<file path="src/rtl/bus_arbiter.sv">
// bus_arbiter: two-master arbiter/sequencer for main memory and video memory.
// Define ARB_RR_EN for round-robin arbitration; default is master-0 priority with a HOLD_MAX starvation guard.
module bus_arbiter #(
    parameter int MEM_LAT  = 2,
    parameter int HOLD_MAX = 8
) (
    input  logic        clk_50mhz,
    input  logic        rst,
    input  logic        m0_req,
    input  logic        m0_we,
    input  logic [31:0] m0_addr,
    input  logic [31:0] m0_wdata,
    output logic [31:0] m0_rdata,
    output logic        m0_ack,
    input  logic        m1_req,
    input  logic        m1_we,
    input  logic [31:0] m1_addr,
    input  logic [31:0] m1_wdata,
    output logic [31:0] m1_rdata,
    output logic        m1_ack,
    output logic        mem_rd,
    output logic        mem_we,
    output logic [11:0] mem_addr,
    output logic [31:0] mem_wdata,
    input  logic [31:0] mem_rdata,
    output logic        vm_we,
    output logic [27:0] vm_addr,
    output logic [31:0] vm_wdata,
    output logic        busy
);
    typedef enum logic [1:0] {IDLE, ACCESS, DONE} state_t;
    localparam logic [2:0] LAST = 3'(MEM_LAT);
    state_t      state, state_n;
    logic [2:0]  cnt, cnt_n;
    logic        gnt, gnt_n, we_q, we_n;
    logic [31:0] addr_q, addr_n, wdata_q, wdata_n, rd_val;
    logic        mem_rd_n, mem_we_n, vm_we_n, m0_ack_n, m1_ack_n;
    logic [31:0] m0_rdata_n, m1_rdata_n;
    logic        pick1, vid_n;
    assign busy      = state != IDLE;
    assign mem_addr  = addr_q[11:0];
    assign vm_addr   = addr_q[27:0];
    assign mem_wdata = wdata_q;
    assign vm_wdata  = wdata_q;
    assign rd_val    = (addr_q[31:28] == 4'hA) ? 32'd0 : mem_rdata;
`ifdef ARB_RR_EN
    assign pick1 = m1_req && (!m0_req || !gnt);
`else
    logic [3:0] starve, starve_n;
    // master 1 is forced through once master 0 has won HOLD_MAX times in a row against it
    assign pick1 = m1_req && (!m0_req || starve >= 4'(HOLD_MAX));
    always_comb begin
        starve_n = starve;
        if (state == IDLE && (m0_req || m1_req))
            starve_n = (pick1 || !m1_req) ? 4'd0 : starve + 4'd1;
    end
    always_ff @(posedge clk_50mhz or posedge rst)
        if (rst) starve <= 4'd0;
        else     starve <= starve_n;
`endif
    assign addr_n  = (state == IDLE && (m0_req || m1_req)) ? (pick1 ? m1_addr : m0_addr) : addr_q;
    assign vid_n   = addr_n[31:28] == 4'hA;
    always_comb begin
        state_n    = state;
        cnt_n      = cnt;
        gnt_n      = gnt;
        we_n       = we_q;
        wdata_n    = wdata_q;
        mem_rd_n   = mem_rd;
        mem_we_n   = mem_we;
        vm_we_n    = vm_we;
        m0_ack_n   = 1'b0;
        m1_ack_n   = 1'b0;
        m0_rdata_n = m0_rdata;
        m1_rdata_n = m1_rdata;
        case (state)
            IDLE: if (m0_req || m1_req) begin
                state_n  = ACCESS;
                cnt_n    = 3'd1;
                gnt_n    = pick1;
                we_n     = pick1 ? m1_we : m0_we;
                wdata_n  = pick1 ? m1_wdata : m0_wdata;
                mem_rd_n = !vid_n && !we_n;
                mem_we_n = !vid_n && we_n;
                vm_we_n  = vid_n && we_n;
            end
            ACCESS: if (cnt == LAST) begin
                state_n    = DONE;
                mem_rd_n   = 1'b0;
                mem_we_n   = 1'b0;
                vm_we_n    = 1'b0;
                m0_ack_n   = !gnt;
                m1_ack_n   = gnt;
                m0_rdata_n = (!gnt && !we_q) ? rd_val : m0_rdata;
                m1_rdata_n = (gnt && !we_q) ? rd_val : m1_rdata;
            end else begin
                cnt_n = cnt + 3'd1;
            end
            default: state_n = IDLE;
        endcase
    end
    always_ff @(posedge clk_50mhz or posedge rst)
        if (rst) begin
            state    <= IDLE;
            cnt      <= 3'd0;
            gnt      <= 1'b0;
            we_q     <= 1'b0;
            addr_q   <= 32'd0;
            wdata_q  <= 32'd0;
            mem_rd   <= 1'b0;
            mem_we   <= 1'b0;
            vm_we    <= 1'b0;
            m0_ack   <= 1'b0;
            m1_ack   <= 1'b0;
            m0_rdata <= 32'd0;
            m1_rdata <= 32'd0;
        end else begin
            state    <= state_n;
            cnt      <= cnt_n;
            gnt      <= gnt_n;
            we_q     <= we_n;
            addr_q   <= addr_n;
            wdata_q  <= wdata_n;
            mem_rd   <= mem_rd_n;
            mem_we   <= mem_we_n;
            vm_we    <= vm_we_n;
            m0_ack   <= m0_ack_n;
            m1_ack   <= m1_ack_n;
            m0_rdata <= m0_rdata_n;
            m1_rdata <= m1_rdata_n;
        end
endmodule
</file>
<file path="config.mk">
export PLATFORM = sky130hd
export DESIGN_NAME = bus_arbiter
export DESIGN_NICKNAME = d
export VERILOG_FILES = /design/src/rtl/bus_arbiter.sv
export SDC_FILE = /design/constraint.sdc
export NUM_CORES = 1
export LEC_CHECK = 0
export ABC_AREA = 1
export CORE_MARGIN = 4
export CORE_UTILIZATION = 44
export CTS_CLUSTER_DIAMETER = 200
export DETAILED_ROUTE_END_ITERATION = 8
export GPL_TIMING_DRIVEN = 0
export HOLD_SLACK_MARGIN = 0.06
export PLACE_DENSITY_LB_ADDON = 0.3
export SLEW_MARGIN = 20
export SYNTH_ARGS = -nofsm -noshare
export SYNTH_HDL_FRONTEND = slang
export SYNTH_SLANG_ARGS = --single-unit
</file>
<file path="constraint.sdc">
create_clock -name clk_50mhz -period 13.5 [get_ports clk_50mhz]
set_clock_uncertainty 0.2 [all_clocks]
set_input_delay 2.7 -clock clk_50mhz [delete_from_list [all_inputs] [get_ports clk_50mhz]]
set_output_delay 2.7 -clock clk_50mhz [all_outputs]
set_load 0.005 [all_outputs]
</file>
==> metrics, run 1 <==
result of the run=finished clean; area fraction in compound gates after synthesis=13.98%; Synth Instances=854; TritonCTS buffer count=17; wire length of the first global-routing pass=roughly 36000 µm; arithmetic-cell share of the synthesized area counting full adders, half adders and majority gates=0.7207%; Max-slew headroom=roughly three fifths; clock tree from TritonCTS=built; hold-critical path depth=2; Hold/Removal Path Class=reg2reg; Reg clk slew, reported paths=~60 ps; H-tree depth=4; Ports=340; router iterations before antenna repair=5; largest family of logic cells by synthesized area=buffers and inverters; design internal power=~0.0017 W; critical path data arrival time=about 1600 ps; number of global-route vias before repair=roughly 6600; antenna violation net count after detailed routing=0; setup-violating endpoint count in the final report=0; number of setup buffers added after CTS=0; Buffers on Ports=339; total wire length=between 20000 and 25000 µm; unrepaired setup endpoints after global routing=false; synthesized cell area=approximately 0.0069 mm²; number of inserted filler cells in the final layout=1161; crit share post-route=32.99%; Core ar.=0.01531 mm²; ant diodes=0; xor and xnor fraction of the mapped netlist area=less than 1%; number of nets in the synthesized netlist=1024; highest attainable clock frequency=roughly 0.22 GHz; number of sinks driven by the clock tree=between 100 and 150; Worst Path Class, Setup=reg2out; Synth Register Bits=144; P_sw=around 0.00079 W; per-cell via count in the routed design=about 4.7; Startpoint Class=flop; share of cells above drive strength 1=11.26%; Fin Setup TNS=0 ps; maximum number of pins on one net before global-route repair=slightly above 80; cts repair resizes=0; top cell type's share of synthesized area=51.89%; hold violation count in the final report=0; endpoint required time on the critical path=10600 ps; Cell Pwr Density=217.6 mW/mm²; hold slack=approximately 280 ps; number of core rows=45; global-route usage over all layers=25.62%; post-synthesis cell type count=23; shortest period the worst path allows=between 4000 and 5000 ps; R2R depth=8; fraction of the yosys area taken by sequential cells=51.89%; clock insertion delay at the later pin of the skew report=420 ps; proportion of synthesized area in mux cells=less than 1%; area leader, netlist=sky130_fd_sc_hd__dfrtp_1; final weighted congestion in routability-driven placement=approximately 0.84; Max Root-Sink Buffers=2; count of hold buffers inserted by post-cts repair=0; detailed-route wire length per cell=around 16 µm; Static Leak=approximately 5.2 nW; fraction of power consumed by combinational cells=47.8%; count of routing violations after the opening detailed-route iteration=384; Post-Syn Area per Cell=about 8 µm²; clock network fraction of design power=between 20% and 30%; actual transition at the worst max-transition pin=604.4 ps; drc violations=0; Design Power=0.002450 W; switching part of the total power=between 30% and 40%; Slew Limit Fails=0; sequential power share=32.0%; Layout Nets=between 1000 and 1500; Initial Utilization=45.34%; Critical Path End Type=primary output; vias after detailed routing=6800; share of synthesized cell area in and, or, nand and nor gates=16.09%; clk root buf=sky130_fd_sc_hd__clkbuf_16; Layout Area Growth over Synthesis=62.13%; residual overflow from global routing=0; die span in y=133.6 µm; number of antenna violations at the first check in global routing=0; max-cap violations=0; Chip Width=133.6 µm; die outline area=0.01786 mm²; warnings from Yosys=0; peak fanout along the critical path=2; placed wire-length estimate after detailed placement=17630 µm; worst supply voltage drop on vdd=around 0.13 mV; leading post-synthesis cells by cell area=sky130_fd_sc_hd__dfrtp_1 52%, sky130_fd_sc_hd__o21ai_0 12%, sky130_fd_sc_hd__buf_4 8.5%
==> area by class of cell <==
cell class                 count  area (µm²)  share of cell area (%)
buffer                       114       743.2                   6.601
clock buffer                  17       425.4                   3.779
clock inverter                15       196.4                   1.745
inverter                     117       446.7                   3.968
multi-input combinational    479        2158                   19.17
sequential                   144        3603                   32.01
tap                          211       264.0                   2.345
timing repair buffer         340        3421                   30.38
==> state kept, by name, indices dropped and copies added, names as in the netlist, 2 cells and up <==
signal / cells
addr_q: 32
m0_rdata: 32
m1_rdata: 32
mem_wdata: 32
starve: 4
cnt: 3
state: 2
==> power groups by stage <==
| stage | Sequential [W] | Combinational, W | Clock [W] |
|---|---|---|---|
| 3_3_place_gp | 0.000782 | 0.00115 | 0 |
| 5_1_grt | 0.000812 | 0.00129 | 0.000519 |
| 4_1_cts | 0.000784 | 0.00118 | 0.000503 |
| 6_report | 0.000785 | 0.00117 | 0.000495 |
| 3_5_place_dp | 0.000790 | 0.00118 | 0 |
| 2_1_floorplan | 0.000775 | 0.000479 | 0 |
==> synthesized netlist by cell type, drive strengths merged <==
master and n:
nand3 10, nand2 157, a21oi 3, xnor2 1
nand3b 1, clkbuf 20, nor2 107, dfrtp 144
nor4 1, buf 94, nand4 1, mux2 1
nor3 2, inv 117, ha 4, o21ai 191
==> cell usage in the layout, fill, tap and decap left out, types with 4 or more instances in the layout <==
cell,synthesis,final
sky130_fd_sc_hd__nand2_1,157,157
sky130_fd_sc_hd__nand3_1,10,10
sky130_fd_sc_hd__nor2_1,104,104
sky130_fd_sc_hd__o21ai_0,169,169
sky130_fd_sc_hd__clkbuf_16,0,17
sky130_fd_sc_hd__clkbuf_1,16,16
sky130_fd_sc_hd__clkdlybuf4s50_1,0,339
sky130_fd_sc_hd__ha_1,4,4
sky130_fd_sc_hd__dfrtp_1,144,144
sky130_fd_sc_hd__inv_6,0,6
sky130_fd_sc_hd__buf_2,11,11
sky130_fd_sc_hd__buf_1,4,4
sky130_fd_sc_hd__clkbuf_2,4,4
sky130_fd_sc_hd__inv_1,114,113
sky130_fd_sc_hd__buf_4,79,79
sky130_fd_sc_hd__o21ai_1,22,22
==> path summary, 6_finish.rpt <==
path / startpoint / endpoint / slack (ps)
min reg2reg: mem_we / mem_we / 280
max in group asynchronous: rst / addr_q[28] / 9810
max reg2reg: cnt[0] / m1_rdata[4] / 11390
min: mem_we / mem_we / 280
min in group asynchronous: rst / m1_rdata[22] / 2520
max: state[1] / busy / 9050
==> through the flow <==
step | util [%] | setup WS [ps] | cells | instance area [µm²]
4_1_cts | 73.51 | 9005 | 1437 | 11260
6_report | 73.51 | 9046 | 1437 | 11260
3_3_place_gp | 69.22 | 4603 | 1404 | 10600
3_5_place_dp | 69.45 | 8731 | 1405 | 10640
5_1_grt | 73.51 | 8965 | 1437 | 11260
2_1_floorplan | - | 6734 | 854 | 6944
==> layer usage <==
layer	routed length [µm]	vias to the layer above	GRT usage, %	share of wire, %
met5	0	-	0	0
met4	751	0	10.51	3.3
met3	1606	51	6.647	7.0
met2	11590	243	44.07	50
met1	9037	3197	30.61	39
li1	-	3309	-	-
==> kinds of logic (layout without fill, tap and decap cells) <==
| kind of cell | Yosys count | after routing |
|---|---|---|
| flops | 144 | 144 |
| compound gates | 194 | 194 |
| xor+xnor | 1 | 1 |
| simple gates | 279 | 279 |
| fa+ha+maj | 4 | 4 |
| mux | 1 | 1 |
| buf+inv | 231 | 603 |
==> worst max-delay path, stage by stage (launching register included) <==
cell,delay (ps)
sky130_fd_sc_hd__dfrtp_1,360
sky130_fd_sc_hd__inv_1,50
sky130_fd_sc_hd__nand2_1,120
sky130_fd_sc_hd__clkdlybuf4s50_1,610
No activity file was read; power rests on OpenSTA's default activity.
==> run 2, diff against run 1 <==
--- a/config.mk
+++ b/config.mk
@@ -7,7 +7,7 @@
 export LEC_CHECK = 0
 export ABC_AREA = 1
 export CORE_MARGIN = 4
-export CORE_UTILIZATION = 44
+export CORE_UTILIZATION = 37
 export CTS_CLUSTER_DIAMETER = 200
 export DETAILED_ROUTE_END_ITERATION = 8
 export GPL_TIMING_DRIVEN = 0
==> constraint.sdc (replaced) <==
create_clock -name clk_50mhz -period 3.8 [get_ports clk_50mhz]
set_clock_uncertainty 0.2 [all_clocks]
set_input_delay 0.76 -clock clk_50mhz [delete_from_list [all_inputs] [get_ports clk_50mhz]]
set_output_delay 0.76 -clock clk_50mhz [all_outputs]
set_load 0.005 [all_outputs]
==> run 2 against run 1 <==
Register-to-register slack worse by 9700 ps. Combinational power rose to 3.5 times the previous value. Via count down 2.4%. Count of clock-buffer cells in the layout unchanged. Sequential power rose to 3.5 times the previous value. Core utilization down 12 points. Global-route usage down 3.9 points. Hold slack worse by 2.3 ps. Routed wire length down 1.1%. First-iteration DRC count down 30%. Die area up 18%.
==> metrics, run 2 (synthesized netlist as in run 1, its figures left out) <==
actual transition at the worst max-transition pin=approximately 560 ps; per-cell via count in the routed design=4.556; die outline area=0.02102 mm²; Core ar.=0.01821 mm²; Layout Area Growth over Synthesis=62.40%; Hold/Removal Path Class=reg2reg; count of hold buffers inserted by post-cts repair=0; Startpoint Class=flop; TritonCTS buffer count=17; setup-violating endpoint count in the final report=0; unrepaired setup endpoints after global routing=false; wire length of the first global-routing pass=36630 µm; Chip Width=145.0 µm; Slew Limit Fails=0; detailed-route wire length per cell=15.60 µm; peak fanout along the critical path=2; vias after detailed routing=between 6000 and 7000; most used cells in the layout excluding fill and tap cells=339 x sky130_fd_sc_hd__clkdlybuf4s50_1, 169 x sky130_fd_sc_hd__o21ai_0, 157 x sky130_fd_sc_hd__nand2_1; number of antenna violations at the first check in global routing=0; placed wire-length estimate after detailed placement=approximately 17000 µm; highest attainable clock frequency=0.3954 GHz; Initial Utilization=roughly two fifths; residual overflow from global routing=0; Layout Nets=1386; H-tree depth=4; final weighted congestion in routability-driven placement=0.8304; Reg clk slew, reported paths=60 ps; Ports=340; Design Power=around 0.0086 W; worst supply voltage drop on vdd=about 0.36 mV; number of setup buffers added after CTS=0; leading cell type in the layout, fill and taps excluded=sky130_fd_sc_hd__clkdlybuf4s50_1; cts repair resizes=0; drc violations=0; count of routing violations after the opening detailed-route iteration=approximately 270; global-route usage over all layers=21.68%; Buffers on Ports=339; Critical Path End Type=primary output; antenna violation net count after detailed routing=0; result of the run=finished clean; die span in y=145.0 µm; router iterations before antenna repair=4; start point of the critical path=state[1]; number of core rows=49; Max-slew headroom=between 60 and 70%; Non-Filler Cell Area, Final=0.01128 mm²; crit path max-delay cell type=sky130_fd_sc_hd__clkdlybuf4s50_1; number of global-route vias before repair=6850; largest stage delay on the critical path=620 ps; number of inserted filler cells in the final layout=roughly 1600; clk root buf=sky130_fd_sc_hd__clkbuf_16; end of the worst hold path=addr_q[21]; clock tree from TritonCTS=built; ant diodes=0; shortest period the worst path allows=2529 ps; total instance count after detailed placement=between 1000 and 1500; Max Root-Sink Buffers=2; Static Leak=approximately 5.2 nW; number of sinks driven by the clock tree=144; critical path data arrival time=1570 ps; Cell Pwr Density=758.7 mW/mm²; max-cap violations=0; clock insertion delay at the later pin of the skew report=420 ps; total wire length=between 20000 and 25000 µm; CP cell instances=inv_1 -> nand2_1 -> clkdlybuf4s50_1; setup slack, reg-to-reg=1680 ps; endpoint of the most critical register-to-register path=m1_rdata[11]; hold-critical path depth=2; non-filler cells, final=1457; Worst Path Class, Setup=reg2out; R2R depth=8; share of cells above drive strength 1=11.40%; placed cell area=0.01071 mm²; hold violation count in the final report=0; endpoint required time on the critical path=2840 ps; critical hold path startpoint=addr_q[21]; maximum number of pins on one net before global-route repair=34; start of the worst register-to-register path=cnt[0]; crit share post-route=between 60% and 70%
-- run 2: critical path: cells and delay by family, from the launching register on --
| kind | cells | cell delay (ps) |
|---|---|---|
| flip-flops | 1 | 360 |
| AND/OR/NAND/NOR | 1 | 130 |
| buffers and inverters | 2 | 670 |
-- run 2: how the worst max path moves through the flow --
| stage | endpoint | slack (ps) | cells past startpoint |
|---|---|---|---|
| final | busy | 1270 | 3 |
| after CTS | busy | 1240 | 3 |
| after floorplan | addr_q[0] | 1030 | 1 |
| after detailed placement | mem_wdata[7] | 980 | 7 |
| after global routing | busy | 1190 | 3 |
| after global placement | addr_q[24] | -340 | 2 |
-- run 2: where the power goes --
group / switching [W] / internal [W] / leakage, nW
clock network: 0.000677 / 0.000960 / 0.267
registers: 0.000483 / 0.00228 / 1.72
logic: 0.00158 / 0.00257 / 3.23
total: 0.00274 / 0.00581 / 5.21
-- run 2: area by class of cell --
| class | instances | area, µm² | area share, % |
|---|---|---|---|
| sequential | 144 | 3603 | 31.95 |
| timing repair buffer | 343 | 3473 | 30.80 |
| multi-input combinational | 479 | 2158 | 19.14 |
| buffer | 114 | 743.2 | 6.590 |
| inverter | 117 | 442.9 | 3.928 |
| clock buffer | 17 | 425.4 | 3.772 |
| tap | 229 | 286.5 | 2.541 |
| clock inverter | 14 | 143.9 | 1.276 |
-- run 2: through the flow --
| stage | setup WS (ps) | TNS (ps) | hold WS [ps] | utilization (%) |
|---|---|---|---|---|
| 6_report | 1271 | 0 | 282.6 | 61.93 |
| 5_1_grt | 1191 | 0 | 321.9 | 61.93 |
| 4_1_cts | 1243 | 0 | 288.4 | 61.93 |
| 3_5_place_dp | 984.2 | 0 | 270.1 | 58.81 |
| 3_3_place_gp | -341.9 | -47890 | 268.7 | 58.37 |
| 2_1_floorplan | 1035 | 0 | 254.2 | - |
-- run 2: layer usage --
metal | share of wire (%) | vias up | track usage, %
met2 | 49 | 214 | 36.69
met5 | 0 | - | 0
met3 | 6.7 | 41 | 6.642
met4 | 3.0 | 0 | 7.696
li1 | - | 3297 | -
met1 | 41 | 3086 | 26.33
==> run 3, diff against run 2 <==
--- a/config.mk
+++ b/config.mk
@@ -7,7 +7,7 @@
 export LEC_CHECK = 0
 export ABC_AREA = 1
 export CORE_MARGIN = 4
-export CORE_UTILIZATION = 37
+export CORE_UTILIZATION = 41
 export CTS_CLUSTER_DIAMETER = 200
 export DETAILED_ROUTE_END_ITERATION = 8
 export GPL_TIMING_DRIVEN = 0
==> constraint.sdc (replaced) <==
create_clock -name clk_50mhz -period 2.61 [get_ports clk_50mhz]
set_clock_uncertainty 0.2 [all_clocks]
set_input_delay 0.522 -clock clk_50mhz [delete_from_list [all_inputs] [get_ports clk_50mhz]]
set_output_delay 0.522 -clock clk_50mhz [all_outputs]
set_load 0.005 [all_outputs]
==> run 3 against run 2 <==
Sequential share of layout area shrank 0.12 points. Flip-flop and latch count unchanged. Core utilization is 6.3 points higher. Via count increased by 2.4%. Largest power group unchanged. Highest routed layer unchanged.
==> metrics, run 3 (synthesized netlist as in run 1, its figures left out) <==
CP cell instances=inv_1 -> nand2_1 -> clkdlybuf4s50_1; Layout Nets=1387; Core ar.=0.01658 mm²; global routing usage on met3=6.319%; Initial Utilization=a little over two fifths; die span in y=138.1 µm; vias after detailed routing=between 6000 and 7000; antenna violation net count after detailed routing=0; Reg clk slew, reported paths=60 ps; least setup slack across all paths after layout=318.4 ps; TritonCTS buffer count=17; Slew Limit Fails=0; Chip Width=138.1 µm; final weighted congestion in routability-driven placement=0.8503; crit share post-route=87.80%; most used cells in the layout excluding fill and tap cells=339 x sky130_fd_sc_hd__clkdlybuf4s50_1, 169 x sky130_fd_sc_hd__o21ai_0, 157 x sky130_fd_sc_hd__nand2_1; Startpoint Class=flop; start of the worst register-to-register path=cnt[0]; peak fanout along the critical path=2; share of cells above drive strength 1=a little under an eighth; clock insertion delay at the later pin of the skew report=410 ps; Static Leak=between 5 and 6 nW; hold violation count in the final report=0; Layout Area Growth over Synthesis=63.03%; ant diodes=0; Cell Pwr Density=1110 mW/mm²; leading cell type in the layout, fill and taps excluded=sky130_fd_sc_hd__clkdlybuf4s50_1; per-cell via count in the routed design=around 4.7; setup slack, reg-to-reg=500 ps; Ports=340; shortest period the worst path allows=between 2000 and 2500 ps; count of routing violations after the opening detailed-route iteration=343; met2 Usage GRT=39.44%; largest stage delay on the critical path=610 ps; endpoint of the most critical register-to-register path=m1_rdata[14]; global-route usage over all layers=23.37%; max-cap violations=0; critical path data arrival time=1570 ps; router iterations before antenna repair=5; highest attainable clock frequency=0.4364 GHz; clk root buf=sky130_fd_sc_hd__clkbuf_16; endpoint required time on the critical path=1890 ps; count of hold buffers inserted by post-cts repair=0; die outline area=0.01908 mm²; number of setup buffers added after CTS=0; worst supply voltage drop on vdd=between 0.4 and 0.5 mV; Worst Path Class, Setup=reg2out; actual transition at the worst max-transition pin=607.0 ps; clock tree from TritonCTS=built; result of the run=finished clean; Hold/Removal Path Class=in2async; hold slack=~270 ps; placed wire-length estimate after detailed placement=roughly 18000 µm; total wire length=approximately 23000 µm; H-tree depth=4; post-placement worst setup slack=10.39 ps; number of global-route vias before repair=6830; R2R depth=8; cts repair resizes=0; number of sinks driven by the clock tree=144; Max-slew headroom=59.20%; placed cell area=between 0.01 and 0.015 mm²; drc violations=0; detailed-route wire length per cell=roughly 16 µm; number of core rows=47; Non-Filler Cell Area, Final=approximately 0.011 mm²; wire length of the first global-routing pass=35910 µm; Max Root-Sink Buffers=2; Critical Path End Type=primary output; Buffers on Ports=339; setup-violating endpoint count in the final report=0; residual overflow from global routing=0; number of antenna violations at the first check in global routing=0; maximum number of pins on one net before global-route repair=31; most congested layer reported by global routing=met2; unrepaired setup endpoints after global routing=false; met1 track demand over resource=about 28%; crit path max-delay cell type=sky130_fd_sc_hd__clkdlybuf4s50_1
[run 3: how the worst max path moves through the flow]
stage                     startpoint           end  slack [ps]  cells past startpoint
final                       state[1]          busy         320                      3
after global routing        state[1]          busy         230                      3
after CTS                   state[1]          busy         270                      3
after detailed placement      m1_req  mem_wdata[9]          10                      7
after global placement           rst  m0_rdata[11]       -1290                      2
after floorplan                  rst     addr_q[0]          80                      1
[run 3: critical path: cells and delay by family, from the launching register on]
family,cells,cell delay [ps]
buffers and inverters,2,660
DFF,1,370
and+or+nand+nor,1,140
[run 3: routing by layer]
layer / up-vias / routed length, µm
met5: - / 0
met3: 59 / 1518
met1: 3149 / 9130
li1: 3322 / -
met4: 0 / 991
met2: 266 / 11030
[run 3: layout make-up]
type / count / area [µm²]
well taps: 220 / 275.3
clock buffers: 17 / 425.4
multi-input cells: 479 / 2158
fillers: 1394 / 5263
repair buffers: 344 / 3501
plain buffers: 114 / 743.2
clock inverters: 15 / 171.4
inverters: 117 / 442.9
flip-flops and latches: 144 / 3603
[run 3: power by group]
group | leakage (nW) | internal, W | total, W | switching, W
Sequential | 1.72 | 0.00332 | 0.00405 | 0.000725
Clock | 0.280 | 0.00144 | 0.00247 | 0.00103
Combinational | 3.24 | 0.00374 | 0.00605 | 0.00231
[run 3: through the flow]
stage,setup TNS (ps),cells,util [%],power [W]
2_1_floorplan,0,854,-,0.006487
3_3_place_gp,-184750,1413,64.02,0.009998
3_5_place_dp,0,1418,64.67,0.01018
4_1_cts,0,1450,68.27,0.01270
5_1_grt,0,1450,68.27,0.01343
6_report,0,1450,68.27,0.01257
